[config.mk]
export PLATFORM = sky130hd
export DESIGN_NAME = stopwatch_counter
export DESIGN_NICKNAME = d
export VERILOG_FILES = /design/src/rtl/stopwatch_counter.sv
export SDC_FILE = /design/constraint.sdc
export NUM_CORES = 1
export LEC_CHECK = 0
export ABC_AREA = 1
export CORE_MARGIN = 2
export CORE_UTILIZATION = 30
export CTS_CLUSTER_SIZE = 20
export DETAILED_ROUTE_END_ITERATION = 8
export MAX_ROUTING_LAYER = met4
export PLACE_DENSITY = 0.49
export RECOVER_POWER = 25
export SLEW_MARGIN = 20
export SYNTH_ARGS = -nofsm -noshare
export SYNTH_HDL_FRONTEND = slang
export SYNTH_SLANG_ARGS = --single-unit
[constraint.sdc]
create_clock -name clk -period 1.9 [get_ports clk]
set_input_delay 0.38 -clock clk [delete_from_list [all_inputs] [get_ports clk]]
set_output_delay 0.38 -clock clk [all_outputs]
set_load 0.01 [all_outputs]
[src/rtl/stopwatch_counter.sv]
// Elapsed-time datapath for the stopwatch: 10 ms prescaler feeding a four-digit
// BCD cascade (SS.hh, 00.00-99.99) with registered tick/wrap pulses.
module stopwatch_counter #(
    parameter int unsigned TICK_DIV = 1000000,
    parameter int unsigned CNT_W    = 20
) (
    input  logic       clk,
    input  logic       reset,
    input  logic       init_regs,
    input  logic       count_enabled,
    output logic [3:0] sec_tens,
    output logic [3:0] sec_ones,
    output logic [3:0] hund_tens,
    output logic [3:0] hund_ones,
    output logic       tick,
    output logic       wrapped
);

    localparam logic [CNT_W-1:0] PRE_LAST = CNT_W'(TICK_DIV - 1);
    localparam logic [CNT_W-1:0] PRE_ONE  = CNT_W'(1);

    logic [CNT_W-1:0] prescaler_q, prescaler_d;
    logic [3:0]       hund_ones_q, hund_ones_d;
    logic [3:0]       hund_tens_q, hund_tens_d;
    logic [3:0]       sec_ones_q,  sec_ones_d;
    logic [3:0]       sec_tens_q,  sec_tens_d;
    logic             tick_q,      tick_d;
    logic             wrapped_q,   wrapped_d;

    logic [3:0] ho_inc, ht_inc, so_inc, st_inc;
    logic       c_ho, c_ht, c_so, c_st;

    // One decimal digit step; any value >= 9 rolls to 0 so a corrupted digit self-heals.
    function automatic logic [4:0] bcd_step(input logic [3:0] d, input logic cin);
        if (!cin) begin
            return {1'b0, d};
        end
        if (d >= 4'd9) begin
            return {1'b1, 4'd0};
        end
        return {1'b0, d + 4'd1};
    endfunction

    always_comb begin : digit_chain
        {c_ho, ho_inc} = bcd_step(hund_ones_q, 1'b1);
        {c_ht, ht_inc} = bcd_step(hund_tens_q, c_ho);
        {c_so, so_inc} = bcd_step(sec_ones_q,  c_ht);
        {c_st, st_inc} = bcd_step(sec_tens_q,  c_so);
    end

    always_comb begin : next_state
        prescaler_d = prescaler_q;
        hund_ones_d = hund_ones_q;
        hund_tens_d = hund_tens_q;
        sec_ones_d  = sec_ones_q;
        sec_tens_d  = sec_tens_q;
        tick_d      = 1'b0;
        wrapped_d   = 1'b0;

        if (init_regs) begin
            prescaler_d = '0;
            hund_ones_d = '0;
            hund_tens_d = '0;
            sec_ones_d  = '0;
            sec_tens_d  = '0;
        end else if (count_enabled) begin
            if (prescaler_q >= PRE_LAST) begin
                prescaler_d = '0;
                tick_d      = 1'b1;
                wrapped_d   = c_st;
                hund_ones_d = ho_inc;
                hund_tens_d = ht_inc;
                sec_ones_d  = so_inc;
                sec_tens_d  = st_inc;
            end else begin
                prescaler_d = prescaler_q + PRE_ONE;
            end
        end
    end

    always_ff @(posedge clk) begin
        if (reset) begin
            prescaler_q <= '0;
            hund_ones_q <= '0;
            hund_tens_q <= '0;
            sec_ones_q  <= '0;
            sec_tens_q  <= '0;
            tick_q      <= 1'b0;
            wrapped_q   <= 1'b0;
        end else begin
            prescaler_q <= prescaler_d;
            hund_ones_q <= hund_ones_d;
            hund_tens_q <= hund_tens_d;
            sec_ones_q  <= sec_ones_d;
            sec_tens_q  <= sec_tens_d;
            tick_q      <= tick_d;
            wrapped_q   <= wrapped_d;
        end
    end

    assign sec_tens  = sec_tens_q;
    assign sec_ones  = sec_ones_q;
    assign hund_tens = hund_tens_q;
    assign hund_ones = hund_ones_q;
    assign tick      = tick_q;
    assign wrapped   = wrapped_q;

endmodule

* Yosys cells after proc, flatten, opt, wreduce, memory -nomap -nowiden
Cells that the tools add are included.
Widths: inputs -> output; s select.
** Operators by class
- $add $sub $neg :: 5
- Multipliers :: 0
- Divide/modulo/power cells :: 0
- Magnitude comparators :: 5
- Eq/ne operators :: 0
- Shifts and indexed selects :: 0
- Multiplexer cells :: 23
- Bitwise logic cells :: 2
- Reduce and logical (&&, ||, !) cells :: 4
** Operator list (count)
- $mux 5 :: 14
- $add 20x1->20 const B :: 1
- $ge 20x20->1 const B :: 1
- $mux 20 :: 1
- $add 4x1->4 const B :: 4
- $ge 4x4->1 const B :: 4
- $mux 1 :: 8
- $reduce_or 4->1 :: 1
- $reduce_or 3->1 :: 1
- $not 1->1 :: 2
- $reduce_and 2->1 :: 1
- $reduce_or 2->1 :: 1
** Word-level totals
- Register bits :: 38
- Latch bits :: 0
- Bits in writable memories :: 0
- ROM bits :: 0
- Input bits :: 4
- Logic and storage cells :: 46
- Memories kept :: 0

* Logic depth before layout (Yosys ltp)
- Depth in word-level cells :: 15
- Gate-level depth with buffers :: 11
- Depth with buffers taken out :: 11

* Least setup slack after synthesis
OpenSTA, ideal clock, no wires.
- Path type :: register -> register
- Start point :: reg hund_tens_q[0], in the netlist hund_tens[0]
- End point :: reg sec_tens_q[0], in the netlist sec_tens[0]
- Arrival :: 1.513 ns
- Data required time :: 1.781 ns
- Slack :: 0.268 ns
- Stages on the path, launching flop included :: 11
- Path buffers :: 0
- Period minus slack after synthesis :: 1.632 ns
- Cell sequence :: dfxtp_1 > inv_1 > ha_1 > inv_1 > nor2_1 > a21oi_2 > nand3_2 > nor2_4 > nand2_1 > nand2_1 > a21oi_1
** Between the ends
- Cells in the longest elaborated chain, start to end :: 7
** RTL lines
- start: declaration :: RTL line 24 : logic [3:0] hund_tens_q, hund_tens_d;
- start signal: assignment :: RTL line 93 : hund_tens_q <= hund_tens_d;
- $ge 4x4->1 * :: RTL line 38 : if (d >= 4'd9) begin
- $mux 1 (2 in series) :: RTL line 38
- $mux 5 * :: RTL line 41 : return {1'b0, d + 4'd1};
- $mux 5 * (3 in series) :: RTL line 38
- end signal: assignment :: RTL line 95 : sec_tens_q <= sec_tens_d;
- end: declaration :: RTL line 26 : logic [3:0] sec_tens_q, sec_tens_d;
Every way passes the cells marked *; elsewhere a longest branch is shown, timed or not. The select of a mux whose other input is x is not followed.
A chain may end at the register's enable or synchronous reset.

* Worst setup path after layout
- Start point :: reg hund_ones_q[0], in the netlist hund_ones[0]
- End point :: reg sec_tens_q[0], in the netlist sec_tens[0]
** Between the ends
- Cells in the longest elaborated chain, start to end :: 6
** RTL lines
- start: declaration :: RTL line 23 : logic [3:0] hund_ones_q, hund_ones_d;
- start signal: assignment :: RTL line 92 : hund_ones_q <= hund_ones_d;
- $ge 4x4->1 :: RTL line 38
- $mux 1 :: RTL line 38
- $mux 5 :: RTL line 41
- $mux 5 (3 in series) :: RTL line 38
Every way passes these cells.

==> metrics.cfg <==
[outcome]
outcome = finished clean

[final_layout]
num-fill-cells = 799
layout-drive-gt1-share_pct = 13.07
area_growth_pct = 21.32
multiInputGateArea_um2 = 1280
seq_area_um2 = 760.7
diodes = 0
final_area_um2 = 2713
nNetsFinal = 369

[floorplan]
fp.dieArea_um2 = 8160
io_pins = 22
rows = 31
coreArea_um2 = 7253
dieWidth_um = 90.33
die_y_um = 90.33
initial_core_util_pct = 30.83

[detailed_routing]
first_iter_violations = 73
ant_nets = 0
viasPerCell = 4.348
dr.pass1.iters = 4
vias = 1961
drc = 0
wl_per_cell_um = 10.41
route.final.wire_length_um = 4695

[global_route]
grt_use_total_pct = 13.14
grt_max_degree = 17
grt-ovfl-total = 0
first_global_vias = 1894
antenna_found_initial = 0
grt_pass1_wl_um = 8652

[critical_path]
reg2regPathDepth = 8
cp-endpoint = sec_tens[0]
crit_start = hund_ones[0]
cp_max_fo = 6
critPathCaptureType = flop
cpMostUsedCell = nand2_1
worst-path-buf-inv = 1
arrival_ns = 1.88
cp_cell_sequence = inv_1 -> ha_1 -> a21oi_4 -> nand3_4 -> nor2_4 -> nand2_1 -> nand2_1 -> a21oi_1
critPathTopFamily = simple AND/OR/NAND/NOR gates
worst_path_largest_cell_delay_ns = 0.43
rr_endpoint = sec_tens[0]
critical-path-slowest-cell = dfxtp_1
cp.required_ns = 2.09
critical_path_class = flop to flop
cp.depth = 8
ff2ff_setup_slack_ns = 0.20
r2r_start = hund_ones[0]
start_kind = flop

[power_and_ir_drop]
p_seq_share_pct = 57.5
p_int_uw = 1062
swShare_pct = 23.48
power_leakage_uw = 0.001060
switchingPower_uw = 326.0
pwr-share-comb_pct = 3.4
power_density_nw_per_um2 = 511.8
ir_worst_vdd_mv = 0.2421
clkPwrFrac_pct = 39.1

[sta]
slew_viol_final = 0
period_minus_slack_ns = 1.696
fin_crit_sh_pct = 89.28
setup_ws_ns = 0.2037
rsz0062_at_grt = no
skew_ns = 0.005970
hold_violations = 0
setup_viol = 0
tightest_slew_ns = 0.4975
max_slew_margin_pct = 66.48
clock.fmax_mhz = 589.5

[clocking]
clock_latency_ns = 0.29
cts_tree = done
cts-root-buf = clkbuf_8
cts_buffers = 5
hold_buffers = 0
path_clk_slew_ns = 0.08
h-tree-depth = 2
cts.sink_count = 38
cts.path.max_buffers = 2

[synth]
synth_top_area_share_pct = 34.02
synthArstFlopShare_pct = 0
synth_top_area_cell = dfxtp_1
yosys_register_bits = 38
yosysSeqAreaShare_pct = 34.02
synth.distinct_cells = 32
synth_area_leaders = dfxtp_1 34%, nand2_1 10%, nor2_1 10%, ha_1 7.3%, inv_1 6.4%
synth_top_flop_cell = dfxtp_1
avgSynthCellArea_um2 = 7.098
ys_warn_count = 0
postSynthCellCount = 315
synth-edff-count = 0
netlist_area_um2 = 2236
syn-num-nets = 332

[min_path]
hold_path.class = flop to flop

[place]
port_buffers = 21
routabilityCongestion = 0.7655
hpwl_um = 3527
pre_cts_slack_ns = -0.008215
dpl_cell_area_um2 = 2626

[run]
maxCapViolCount = 0

flip-flops by register name (all words and copies together) (netlist names):
register and flops:
hund_ones 4, hund_tens 4, prescaler_q 20, sec_ones 4
sec_tens 4, tick 1, wrapped 1
worst reg2reg max path: cells and delay by family (launching register included):
family	cells	cell delay (ns)
adder cells (fa/ha/maj)	1	0.24
buffers and inverters	1	0.10
flip-flops	1	0.43
AO/OA/AOI/OAI	2	0.30
AND/OR/NAND/NOR	4	0.52
power groups by stage:
stage / clock (uW) / combinational (uW) / sequential, uW
global placement: 0 / 48.8 / 817
CTS: 564 / 48.9 / 798
global route: 595 / 53.4 / 798
finish: 543 / 47.6 / 798
detailed placement: 0 / 48.7 / 817
floorplan: 0 / 27.8 / 817
per-layer routing:
layer	vias up	GRT usage (%)	wire, um
li1	1061	-	-
met5	-	-	0
met3	6	3.088	128
met1	875	15.87	2263
met4	0	3.462	46
met2	19	22.12	2257
Yosys cell counts, types with 3 or more instances:
library cell,number
nor3_1,3
nor2_1,60
nand3_1,20
a21oi_2,3
inv_1,38
xor2_1,11
nor2_2,6
nand2_2,3
nand3_2,3
ha_1,13
o21ai_0,11
nand4_1,7
xnor2_1,4
a21oi_1,10
nor2_4,3
nand2_1,61
dfxtp_1,38
cell type report:
cell class | instances | area share, %
clock buffers | 5 | 2.537
clock inverters | 2 | 0.3690
inverters | 41 | 5.673
multi-input cells | 231 | 47.19
flip-flops and latches | 38 | 28.04
well taps | 99 | 4.566
repair buffers | 35 | 11.62
cell families (layout without fill, tap and decap cells):
logic type / count (synthesis) / in the layout / share of synthesized area [%]
AND/OR/NAND/NOR: 175 / 175 / 36.60
buffers and inverters: 46 / 83 / 9.065
flip-flops: 38 / 38 / 34.02
AO/OA/AOI/OAI: 27 / 27 / 6.715
XOR/XNOR: 15 / 15 / 5.876
adder cells (fa/ha/maj): 13 / 13 / 7.275
multiplexers: 1 / 1 / 0.4477
through the flow:
stage,total power (uW),hold WS [ns],instances,TNS [ns],util [%]
after floorplan,844.4,0.4646,315,0,-
after global placement,865.6,0.4801,444,0,36.21
after detailed placement,865.5,0.4803,444,-0.008215,36.21
after CTS,1411,0.4924,451,0,37.30
after global routing,1447,0.5220,451,0,37.40
final,1388,0.4851,451,0,37.40
layout by cell type (no fill, tap or decap), types with 5 or more instances in the layout:
cell type and count:
nor2_1 59, ha_1 13, buf_4 14, dlygate4sd3_1 6
nor2_2 7, a21oi_1 10, inv_1 38, clkbuf_8 5
o21ai_0 11, clkdlybuf4s50_1 15, xor2_1 11, nand3_1 21
nand4_1 7, dfxtp_1 38, nand2_1 61
worst min path at each step:
stage              startpoint        endpoint  slack, ns  depth (start not counted)
6_report          sec_ones[3]     sec_ones[3]       0.49                          2
5_1_grt        prescaler_q[0]  prescaler_q[0]       0.52                          2
4_1_cts           sec_ones[3]     sec_ones[3]       0.49                          2
3_5_place_dp      sec_ones[3]     sec_ones[3]       0.48                          2
3_3_place_gp     hund_tens[3]    hund_tens[3]       0.48                          2
2_1_floorplan  prescaler_q[0]  prescaler_q[0]       0.46                          2
repair_timing:
item,4_1_cts,5_1_grt
buffers inserted,0,0
resized for setup,0,3
endpoints found under the setup margin,0,8
Power figures use the tool's default switching activity.
